==> src/rtl/vga_pkg.sv <==
// rtl/vga_pkg.sv - 640x480@60 timing constants and shared types for the VGA scan controller
package vga_pkg;

  localparam int unsigned CNT_W = 10;

  localparam int unsigned H_VISIBLE_DEF = 640;
  localparam int unsigned H_FRONT_DEF   = 16;
  localparam int unsigned H_SYNC_DEF    = 96;
  localparam int unsigned H_BACK_DEF    = 48;
  localparam int unsigned V_VISIBLE_DEF = 480;
  localparam int unsigned V_FRONT_DEF   = 10;
  localparam int unsigned V_SYNC_DEF    = 2;
  localparam int unsigned V_BACK_DEF    = 33;

  localparam int unsigned H_TOTAL  = H_VISIBLE_DEF + H_FRONT_DEF + H_SYNC_DEF + H_BACK_DEF;
  localparam int unsigned V_TOTAL  = V_VISIBLE_DEF + V_FRONT_DEF + V_SYNC_DEF + V_BACK_DEF;
  localparam int unsigned HS_START = H_VISIBLE_DEF + H_FRONT_DEF;
  localparam int unsigned HS_END   = HS_START + H_SYNC_DEF - 1;
  localparam int unsigned VS_START = V_VISIBLE_DEF + V_FRONT_DEF;
  localparam int unsigned VS_END   = VS_START + V_SYNC_DEF - 1;

  typedef struct packed {
    logic       hs;
    logic       vs;
    logic       blank_n;
    logic [7:0] r;
    logic [7:0] g;
    logic [7:0] b;
  } vga_out_t;

  localparam vga_out_t VGA_OUT_RESET = '{hs: 1'b1, vs: 1'b1, blank_n: 1'b0,
                                         r: 8'h00, g: 8'h00, b: 8'h00};

  // Inclusive window test; all operands stay unsigned.
  function automatic logic in_span(logic [CNT_W-1:0] pos, logic [CNT_W-1:0] lo,
                                   logic [CNT_W-1:0] hi);
    return (pos >= lo) && (pos <= hi);
  endfunction

endpackage

==> src/rtl/vga_counter.sv <==
// rtl/vga_counter.sv - pixel enable divider and horizontal/vertical scan counters
module vga_counter
  import vga_pkg::*;
#(
  parameter int unsigned LINE_LEN    = H_TOTAL,
  parameter int unsigned FRAME_LINES = V_TOTAL
) (
  input  logic             clk,
  input  logic             rst_n,
  output logic             pix_en,
  output logic [CNT_W-1:0] hc,
  output logic [CNT_W-1:0] vc,
  output logic             line_wrap,
  output logic             last_line
);

  localparam logic [CNT_W-1:0] H_LAST = CNT_W'(LINE_LEN - 1);
  localparam logic [CNT_W-1:0] V_LAST = CNT_W'(FRAME_LINES - 1);

  logic line_end;

  assign line_end  = (hc == H_LAST);
  assign last_line = (vc == V_LAST);
  assign line_wrap = pix_en && line_end;

  always_ff @(posedge clk or negedge rst_n) begin
    if (!rst_n) begin
      pix_en <= 1'b0;
      hc     <= '0;
      vc     <= '0;
    end else begin
      pix_en <= ~pix_en;
      if (pix_en) begin
        if (line_end) begin
          hc <= '0;
          vc <= last_line ? '0 : vc + CNT_W'(1);
        end else begin
          hc <= hc + CNT_W'(1);
        end
      end
    end
  end

endmodule

==> src/rtl/vga_scan_controller.sv <==
// rtl/vga_scan_controller.sv - VGA raster timing with aligned registered sync, blank and colour
module vga_scan_controller
  import vga_pkg::*;
#(
  parameter int unsigned H_VISIBLE = H_VISIBLE_DEF,
  parameter int unsigned H_FRONT   = H_FRONT_DEF,
  parameter int unsigned H_SYNC    = H_SYNC_DEF,
  parameter int unsigned H_BACK    = H_BACK_DEF,
  parameter int unsigned V_VISIBLE = V_VISIBLE_DEF,
  parameter int unsigned V_FRONT   = V_FRONT_DEF,
  parameter int unsigned V_SYNC    = V_SYNC_DEF,
  parameter int unsigned V_BACK    = V_BACK_DEF
) (
  input  logic             Clk,
  input  logic             Reset_n,
  input  logic [7:0]       Red,
  input  logic [7:0]       Green,
  input  logic [7:0]       Blue,
  output logic [CNT_W-1:0] DrawX,
  output logic [CNT_W-1:0] DrawY,
  output logic             pixel_clk,
  output logic             VGA_HS,
  output logic             VGA_VS,
  output logic             VGA_BLANK_N,
  output logic [7:0]       VGA_R,
  output logic [7:0]       VGA_G,
  output logic [7:0]       VGA_B,
  output logic             frame_start
);

  localparam int unsigned LINE_LEN    = H_VISIBLE + H_FRONT + H_SYNC + H_BACK;
  localparam int unsigned FRAME_LINES = V_VISIBLE + V_FRONT + V_SYNC + V_BACK;

  localparam logic [CNT_W-1:0] H_VIS_END = CNT_W'(H_VISIBLE);
  localparam logic [CNT_W-1:0] V_VIS_END = CNT_W'(V_VISIBLE);
  localparam logic [CNT_W-1:0] HS_LO     = CNT_W'(H_VISIBLE + H_FRONT);
  localparam logic [CNT_W-1:0] HS_HI     = CNT_W'(H_VISIBLE + H_FRONT + H_SYNC - 1);
  localparam logic [CNT_W-1:0] VS_LO     = CNT_W'(V_VISIBLE + V_FRONT);
  localparam logic [CNT_W-1:0] VS_HI     = CNT_W'(V_VISIBLE + V_FRONT + V_SYNC - 1);

  logic             pix_en;
  logic [CNT_W-1:0] hc;
  logic [CNT_W-1:0] vc;
  logic             line_wrap;
  logic             last_line;
  logic             visible;
  vga_out_t         out_d;
  vga_out_t         out_q;

  vga_counter #(
    .LINE_LEN    (LINE_LEN),
    .FRAME_LINES (FRAME_LINES)
  ) u_counter (
    .clk       (Clk),
    .rst_n     (Reset_n),
    .pix_en    (pix_en),
    .hc        (hc),
    .vc        (vc),
    .line_wrap (line_wrap),
    .last_line (last_line)
  );

  assign DrawX     = hc;
  assign DrawY     = vc;
  assign pixel_clk = pix_en;

  // Decode the pixel currently on DrawX/DrawY; it lands in out_q one pixel later.
  always_comb begin
    visible       = (hc < H_VIS_END) && (vc < V_VIS_END);
    out_d         = VGA_OUT_RESET;
    out_d.hs      = ~in_span(hc, HS_LO, HS_HI);
    out_d.vs      = ~in_span(vc, VS_LO, VS_HI);
    out_d.blank_n = visible;
    out_d.r       = visible ? Red   : 8'h00;
    out_d.g       = visible ? Green : 8'h00;
    out_d.b       = visible ? Blue  : 8'h00;
  end

  always_ff @(posedge Clk or negedge Reset_n) begin
    if (!Reset_n) begin
      out_q       <= VGA_OUT_RESET;
      frame_start <= 1'b0;
    end else begin
      frame_start <= line_wrap && last_line;
      if (pix_en) begin
        out_q <= out_d;
      end
    end
  end

  assign VGA_HS      = out_q.hs;
  assign VGA_VS      = out_q.vs;
  assign VGA_BLANK_N = out_q.blank_n;
  assign VGA_R       = out_q.r;
  assign VGA_G       = out_q.g;
  assign VGA_B       = out_q.b;

endmodule

==> config.mk <==
export PLATFORM = sky130hd
export DESIGN_NAME = vga_scan_controller
export DESIGN_NICKNAME = d
export VERILOG_FILES = /design/src/rtl/vga_pkg.sv /design/src/rtl/vga_counter.sv /design/src/rtl/vga_scan_controller.sv
export SDC_FILE = /design/constraint.sdc
export NUM_CORES = 1
export LEC_CHECK = 0
export ABC_AREA = 1
export CAP_MARGIN = 20
export CORE_MARGIN = 10
export CORE_UTILIZATION = 50
export CTS_CLUSTER_SIZE = 40
export DETAILED_ROUTE_END_ITERATION = 12
export PLACE_DENSITY_LB_ADDON = 0.08
export SYNTH_ARGS = -nofsm -noshare
export SYNTH_HDL_FRONTEND = slang
export SYNTH_SLANG_ARGS = --single-unit
==> constraint.sdc <==
create_clock -name Clk -period 2.5 [get_ports Clk]
set_input_delay 0.375 -clock Clk [delete_from_list [all_inputs] [get_ports Clk]]
set_output_delay 0.375 -clock Clk [all_outputs]
set_load 0.03 [all_outputs]
==> run summary, run 1 <==
The maximum cell stage delay along the critical path works out to 0.79 ns. The number of setup buffers added after CTS is 0. The signal on the critical path passes through clkdlybuf4s50_1. The number of antenna-violating nets in the routed design is 0.

The synthesized design contains 49 register bits. The final antenna diode count came out at 0. The largest fanout of any net on the critical path was 11; the number of nets in the synthesized netlist was 323. Entering global routing, the biggest net connects 41 pins. The number of rows created at floorplan is 25, and the weighted congestion at the end of routability-driven global placement is 0.881.

The run gives 0 as the final hold violation count. In this run, synthesis inferred 0 flip-flops with an integrated enable. The tools report the number of warnings printed during yosys synthesis as 0. For the area enclosed by the die boundary, the log shows 8040 µm². The worst setup path is captured at a primary output. The number of antenna violations at the first check in global routing was 0; the horizontal die dimension was 89.6 µm. The clock arrives with 0.00599 ns of skew. For the worst setup path, the data required time is 2.12 ns. The synthesis-to-layout area growth came out at 36.7%. Once placement finished, the instance area stood at 3200 µm². The I/O pin count is 75. Setup total negative slack on the finished layout was measured at 0 ns. Startpoint type of the worst setup path: a flop. For the layout filler cell count, the log shows 386. The classification of the worst setup path was flop to primary output. The effective utilization at floorplan is 0.513, and the maximum level of the CTS H-tree is 2.

In this run the cell area of the synthesized design comes to 2420 µm². Summing all multi-input logic gate instances after layout gives 1020 µm². The detailed-route wire length per cell is 14.2 µm, and the number of vias after detailed routing is 2143.

For the count of instances resized after the clock tree is built, the log shows 0. Buffers inserted to repair hold after CTS numbered 0. For this run, the leading register cell type out of synthesis is sky130_fd_sc_hd__dfrtp_1. The flow ran to the end, and the final reports show no timing, DRC or antenna violations. The total leakage power was 0.00156 µW; the fraction of layout cells with a size suffix above 1 was 0.0734. The fraction of post-synthesis cell area in the top cell type by area came out at 0.485. The quantity of I/O buffers inserted on ports works out to 74.

The source-to-sink clock delay at the later pin of the worst-skew pair is 0.30 ns, and the violation count after the first detailed-routing iteration is 108. Before antenna repair, the detailed router went through 4 iterations. The tools report the total global routing track utilization as 0.162. For the remaining max-slew budget at the tightest pin, the log shows 0.429. The commonest cells after synthesis are sky130_fd_sc_hd__nand2_1, sky130_fd_sc_hd__dfrtp_1, sky130_fd_sc_hd__nand3_1.

The tools report the final non-filler cell area as 3320 µm². Counting every sink on the clock net gives 49. The area taken by flip-flops and latches is 1230 µm².

The tools report the master cell of the clock root buffer as sky130_fd_sc_hd__clkbuf_8. The path class of the lowest-slack min-delay path was input pin to async pin. Counting I/O delays and the setup requirement, the final critical path takes 2.03 ns.

The tool flagged a number of max-cap violations equal to 0. At the worst endpoint, the arrival time is 1.65 ns. Yosys instantiated no cell more often than sky130_fd_sc_hd__nand2_1.

For this run the aggregate overflow at the end of global routing stands at 0. The mean post-synth cell area was 8.28 µm²; the areal power density over the cells was 473 nW/µm². For the peak clock frequency supported by timing, the log shows 0.493 GHz. The overall power consumption is 1570 µW, and the clock-pin transition on the worst setup and hold timing paths is 0.09 ns.

At the pin with the least slew margin, the transition time is 0.857 ns. The cell type of the slowest stage on the worst timing path was sky130_fd_sc_hd__clkdlybuf4s50_1. Final hold analysis gives a worst-case slack of 0.174 ns. The period utilization was 0.812.

Number of clock buffers inserted by TritonCTS: 5. The count of final setup violators was 0. Sum of buffers and inverters on the critical path: 1. The share of synthesized flip-flops with an asynchronous set or reset came out at 1.00.

Detailed placement ended at an HPWL of 4500 µm. TritonCTS built the clock tree. The biggest area contributor in the post-synthesis netlist is sky130_fd_sc_hd__dfrtp_1. Setup repair after global routing left no endpoint under its margin.

At the end of the flow, the number of nets in the layout was 397. After floorplanning, the core was sized to cover 4720 µm². For this run, design rule violations remaining after detail routing come to 0.

Reg2reg setup slack: 0.63 ns. The tools report the final number of max-transition violations as 0. Among cell families on the critical path, the largest total delay comes from buffers and inverters. Dividing the detail-routed via count by the number of cells gives 4.93. The maximum buffer depth of the clock tree is 2, and the global-route wire length before repair is 10300 µm. The via count of the first global-routing pass came out at 2165. The worst-case IR drop observed on VDD is 0.288 mV. In the post-synthesis netlist, the biggest area contributors are sky130_fd_sc_hd__dfrtp_1, sky130_fd_sc_hd__nand2_1, sky130_fd_sc_hd__nand3_1. The distinct cell type count of the synthesized netlist was 25; the total wirelength of the detailed-routed design was 6160 µm.

The fraction of the yosys area taken by sequential cells came out at 0.507. The die height is 89.6 µm, and the count of mapped cells out of synthesis is 293.
layer usage:
layer | vias up | wire, µm | GRT usage
li1 | 1082 | - | -
met1 | 988 | 2670 | 0.197
met2 | 67 | 2780 | 0.251
met4 | 0 | 74 | 0.0477
met5 | - | 0 | 0
met3 | 6 | 625 | 0.0749
per-stage QoR:
step | setup WS [ns] | instances | util
after global routing | 0.360 | 435 | 0.702
after CTS | 0.438 | 435 | 0.702
after global placement | 0.759 | 427 | 0.677
after floorplan | 0.898 | 293 | -
final | 0.470 | 435 | 0.702
after detailed placement | 0.670 | 427 | 0.677
sequential cells by signal (all words and copies together), names as in the netlist:
signal	flops
u_counter.hc	10
u_counter.vc	10
VGA_B	8
VGA_G	8
VGA_R	8
VGA_BLANK_N	1
VGA_HS	1
VGA_VS	1
frame_start	1
u_counter.pix_en	1
cells by family after synthesis:
group	synth area share
and+or+nand+nor	0.336
buffers and inverters	0.0722
adders and majority gates	0.0206
DFF	0.507
xor gates and xnor gates	0.0181
AOI/OAI and AO/OA	0.0464
final cells by class:
type	count	area share
tap	67	0.0253
inverter	28	0.0325
multi-input combinational	206	0.308
sequential	49	0.371
clock buffer	7	0.0260
clock inverter	1	0.00906
timing repair buffer	77	0.229
report_power, final:
part | total [µW] | switching, µW | internal [µW]
Sequential | 823 | 11.5 | 812
Clock | 587 | 260 | 326
Combinational | 158 | 80.5 | 77.2
Total | 1570 | 352 | 1220
path summary, 6_finish.rpt:
path	startpoint	end	depth (start not counted)
worst min-delay path	Reset_n	u_counter.vc[2]	1
min in group Clk	VGA_G[0]	VGA_G[0]	2
worst max register to register	u_counter.hc[1]	u_counter.vc[2]	8
worst min register to register	VGA_G[0]	VGA_G[0]	2
worst max-delay path	u_counter.pix_en	pixel_clk	1
max in group asynchronous	Reset_n	VGA_R[6]	2
placed cells by master, fill, tap and decap left out, types with 5 or more instances in the layout:
master                             n
sky130_fd_sc_hd__o21ai_0          17
sky130_fd_sc_hd__nand4_1           7
sky130_fd_sc_hd__clkdlybuf4s50_1  73
sky130_fd_sc_hd__xor2_1            5
sky130_fd_sc_hd__nor2_1           18
sky130_fd_sc_hd__nand3_1          31
sky130_fd_sc_hd__clkbuf_8          6
sky130_fd_sc_hd__nor3_1            6
sky130_fd_sc_hd__nand2_1          98
sky130_fd_sc_hd__dfrtp_1          47
sky130_fd_sc_hd__inv_1            27
sky130_fd_sc_hd__nand3_2          10
Power figures use the tool's default switching activity.
==> inputs of run 2 (changes only) <==
CORE_UTILIZATION = 42   (was 50)
clock period = 1.7 ns   (was 2.5 ns; I/O delays follow)
==> run summary, run 2 (synthesis gave the netlist of run 1 again) <==
The largest single stage delay on the critical path is 0.69 ns. The fraction of layout cells with a size suffix above 1 came out at 0.0936. The cell type of the slowest stage on the worst timing path is sky130_fd_sc_hd__clkdlybuf4s50_1. Global routing finished with a remaining overflow of 0.

After detailed routing, the number of remaining DRC violations is 0. The worst setup path is captured at a primary output. The library cell used most frequently in the layout, excluding fill and tap cells, is sky130_fd_sc_hd__nand2_1. The horizontal die dimension is 96.0 µm.

Setup slack on the critical path of the routed design comes to 0.0504 ns. The number of antenna diodes in the final layout is 0. The number of antenna violations at the first check in global routing is 0. CTS placed an instance of sky130_fd_sc_hd__clkbuf_8 at the clock tree root.

The synthesis-to-layout area growth works out to 39.5%. The die covers 9210 µm². The critical path in this run is classified as flop to primary output. The detailed-route wire length per cell is 13.9 µm, and the global-route wire length before repair is 10300 µm.

The total global routing track utilization was 0.141. The core region is 5540 µm². At the worst endpoint, the required time is 1.44 ns. Row generation in the floorplan step produced 27 rows.

The final layout contains 403 nets. The violation count after the first detailed-routing iteration came out at 80. The path class of the lowest-slack min-delay path was input pin to async pin. The logs give 0.762 for the remaining max-slew budget at the tightest pin and 0.403 mV for the largest voltage drop on the vdd net.

The final number of max-transition violations is 0. In this run the power density over the cells is 635 nW/µm². TritonCTS created 5 clock buffers. For the detailed-router iteration count before antenna repair, the log shows 4.

The routed design has 6200 µm of wire. For the weighted congestion at the end of routability-driven global placement, the log shows 0.861. The time the final worst path needs with I/O delays and setup was 1.65 ns.

Based on the critical path, the design can be clocked at up to 0.606 GHz. The maximum buffer depth of the clock tree was 2; the maximum level of the CTS H-tree was 2. The largest registers in the layout are u_counter.hc: 10 flops, u_counter.vc: 10 flops. Leaving out fill and tap cells, the most frequent cells in the layout are sky130_fd_sc_hd__nand2_1, sky130_fd_sc_hd__clkdlybuf4s50_1, sky130_fd_sc_hd__dfrtp_1.

Detailed routing inserted a total of 2151 vias. The run finished with clean final reports. Summing internal, switching and leakage power gives 2150 µW. Cell family with the largest share of critical-path delay: buffers and inverters.

The finished cells cover 3380 µm². Timing analysis after detailed placement gives a worst setup slack of 0.0863 ns. Setup violations remaining at the end of the flow were counted as 0. The die height came out at 96.0 µm.

The sum of buffers and inverters on the critical path is 1. After clock tree synthesis, the clock-pin slew on the worst setup and hold paths is 0.09 ns. The placed instances occupy a cell area of 3280 µm². For the final hold violation count, the log shows 0. The ratio of routed vias to standard cells works out to 4.82. The number of clock sinks seen by CTS was 49; the detailed placement HPWL was 4580 µm. Traced cell by cell, the critical path runs through clkdlybuf4s50_1. The run gives 0.31 ns as the source-to-sink clock delay at the later pin of the worst-skew pair.

Across the run, the number of max-cap violations was 0. The period utilization works out to 0.970. The number of logic stages on the critical path including buffering is 1, and the measured slew at the worst slew-check pin is 0.356 ns.

Largest net degree at the start of global routing: 47. In this run the static leakage power is 0.00168 µW. The sum of negative setup slack is 0 ns, and the quantity of I/O buffers inserted on ports is 74. The final worst clock skew was 0.00586 ns; the via count of the first global-routing pass was 2119. Of all nets on the critical path, the largest fanout is 4. After filler insertion, the fill cell instance count of the layout stands at 501. At the worst endpoint, the arrival time is 1.39 ns. Setup repair after global routing left no endpoint under its margin.

TritonCTS built the clock tree. In this run the count of I/O pins placed on the die edge is 75. The number of cell instances on the worst register-to-register path is 8.

Effective utilization at floorplan: 0.438. Startpoint type of the worst setup path: a flop. The count of nets left with antenna violations once routing finished came out at 0.
-- run 2: worst paths after layout --
path,from,slack (ns),to
worst min-delay path,Reset_n,0.28,u_counter.vc[4]
max in group asynchronous,Reset_n,0.92,VGA_VS
worst max-delay path,u_counter.hc[8],0.05,DrawX[8]
min in group Clk,VGA_B[5],0.49,VGA_B[5]
worst min register to register,VGA_B[5],0.49,VGA_B[5]
worst max register to register,u_counter.hc[0],0.16,u_counter.vc[3]
-- run 2: layout make-up --
class	count	area [µm²]	share of cell area
inverter	28	108	0.0318
timing repair buffer	83	836	0.247
clock inverter	3	22.5	0.00666
sequential	49	1230	0.363
tap	72	90.1	0.0266
multi-input combinational	206	1030	0.304
clock buffer	5	68.8	0.0203
-- run 2: what timing repair did --
item,in CTS,in global routing
hold endpoints to repair,47,0
buffers inserted,0,0
gates cloned,0,0
resized for setup,14,7
setup endpoints to repair,14,13
hold buffers,1,0
-- run 2: metrics by stage --
step,std cells,util,hold slack [ns]
6_report,446,0.610,0.283
4_1_cts,446,0.607,0.280
3_5_place_dp,437,0.592,0.0738
2_1_floorplan,293,-,-0.0406
5_1_grt,446,0.610,0.284
3_3_place_gp,437,0.592,0.0714
-- run 2: power by group --
part | switching [µW] | internal, µW
clock network | 412 | 289
logic | 120 | 118
registers | 15.6 | 1190
total | 548 | 1600
-- run 2: routing by layer --
| metal | wire [µm] | up-vias | global-route usage | part of all wire |
|---|---|---|---|---|
| met2 | 2820 | 68 | 0.213 | 0.45 |
| li1 | - | 1095 | - | - |
| met5 | 0 | - | 0 | 0 |
| met1 | 2650 | 983 | 0.174 | 0.43 |
| met3 | 667 | 5 | 0.0716 | 0.11 |
| met4 | 65 | 0 | 0.0405 | 0.010 |
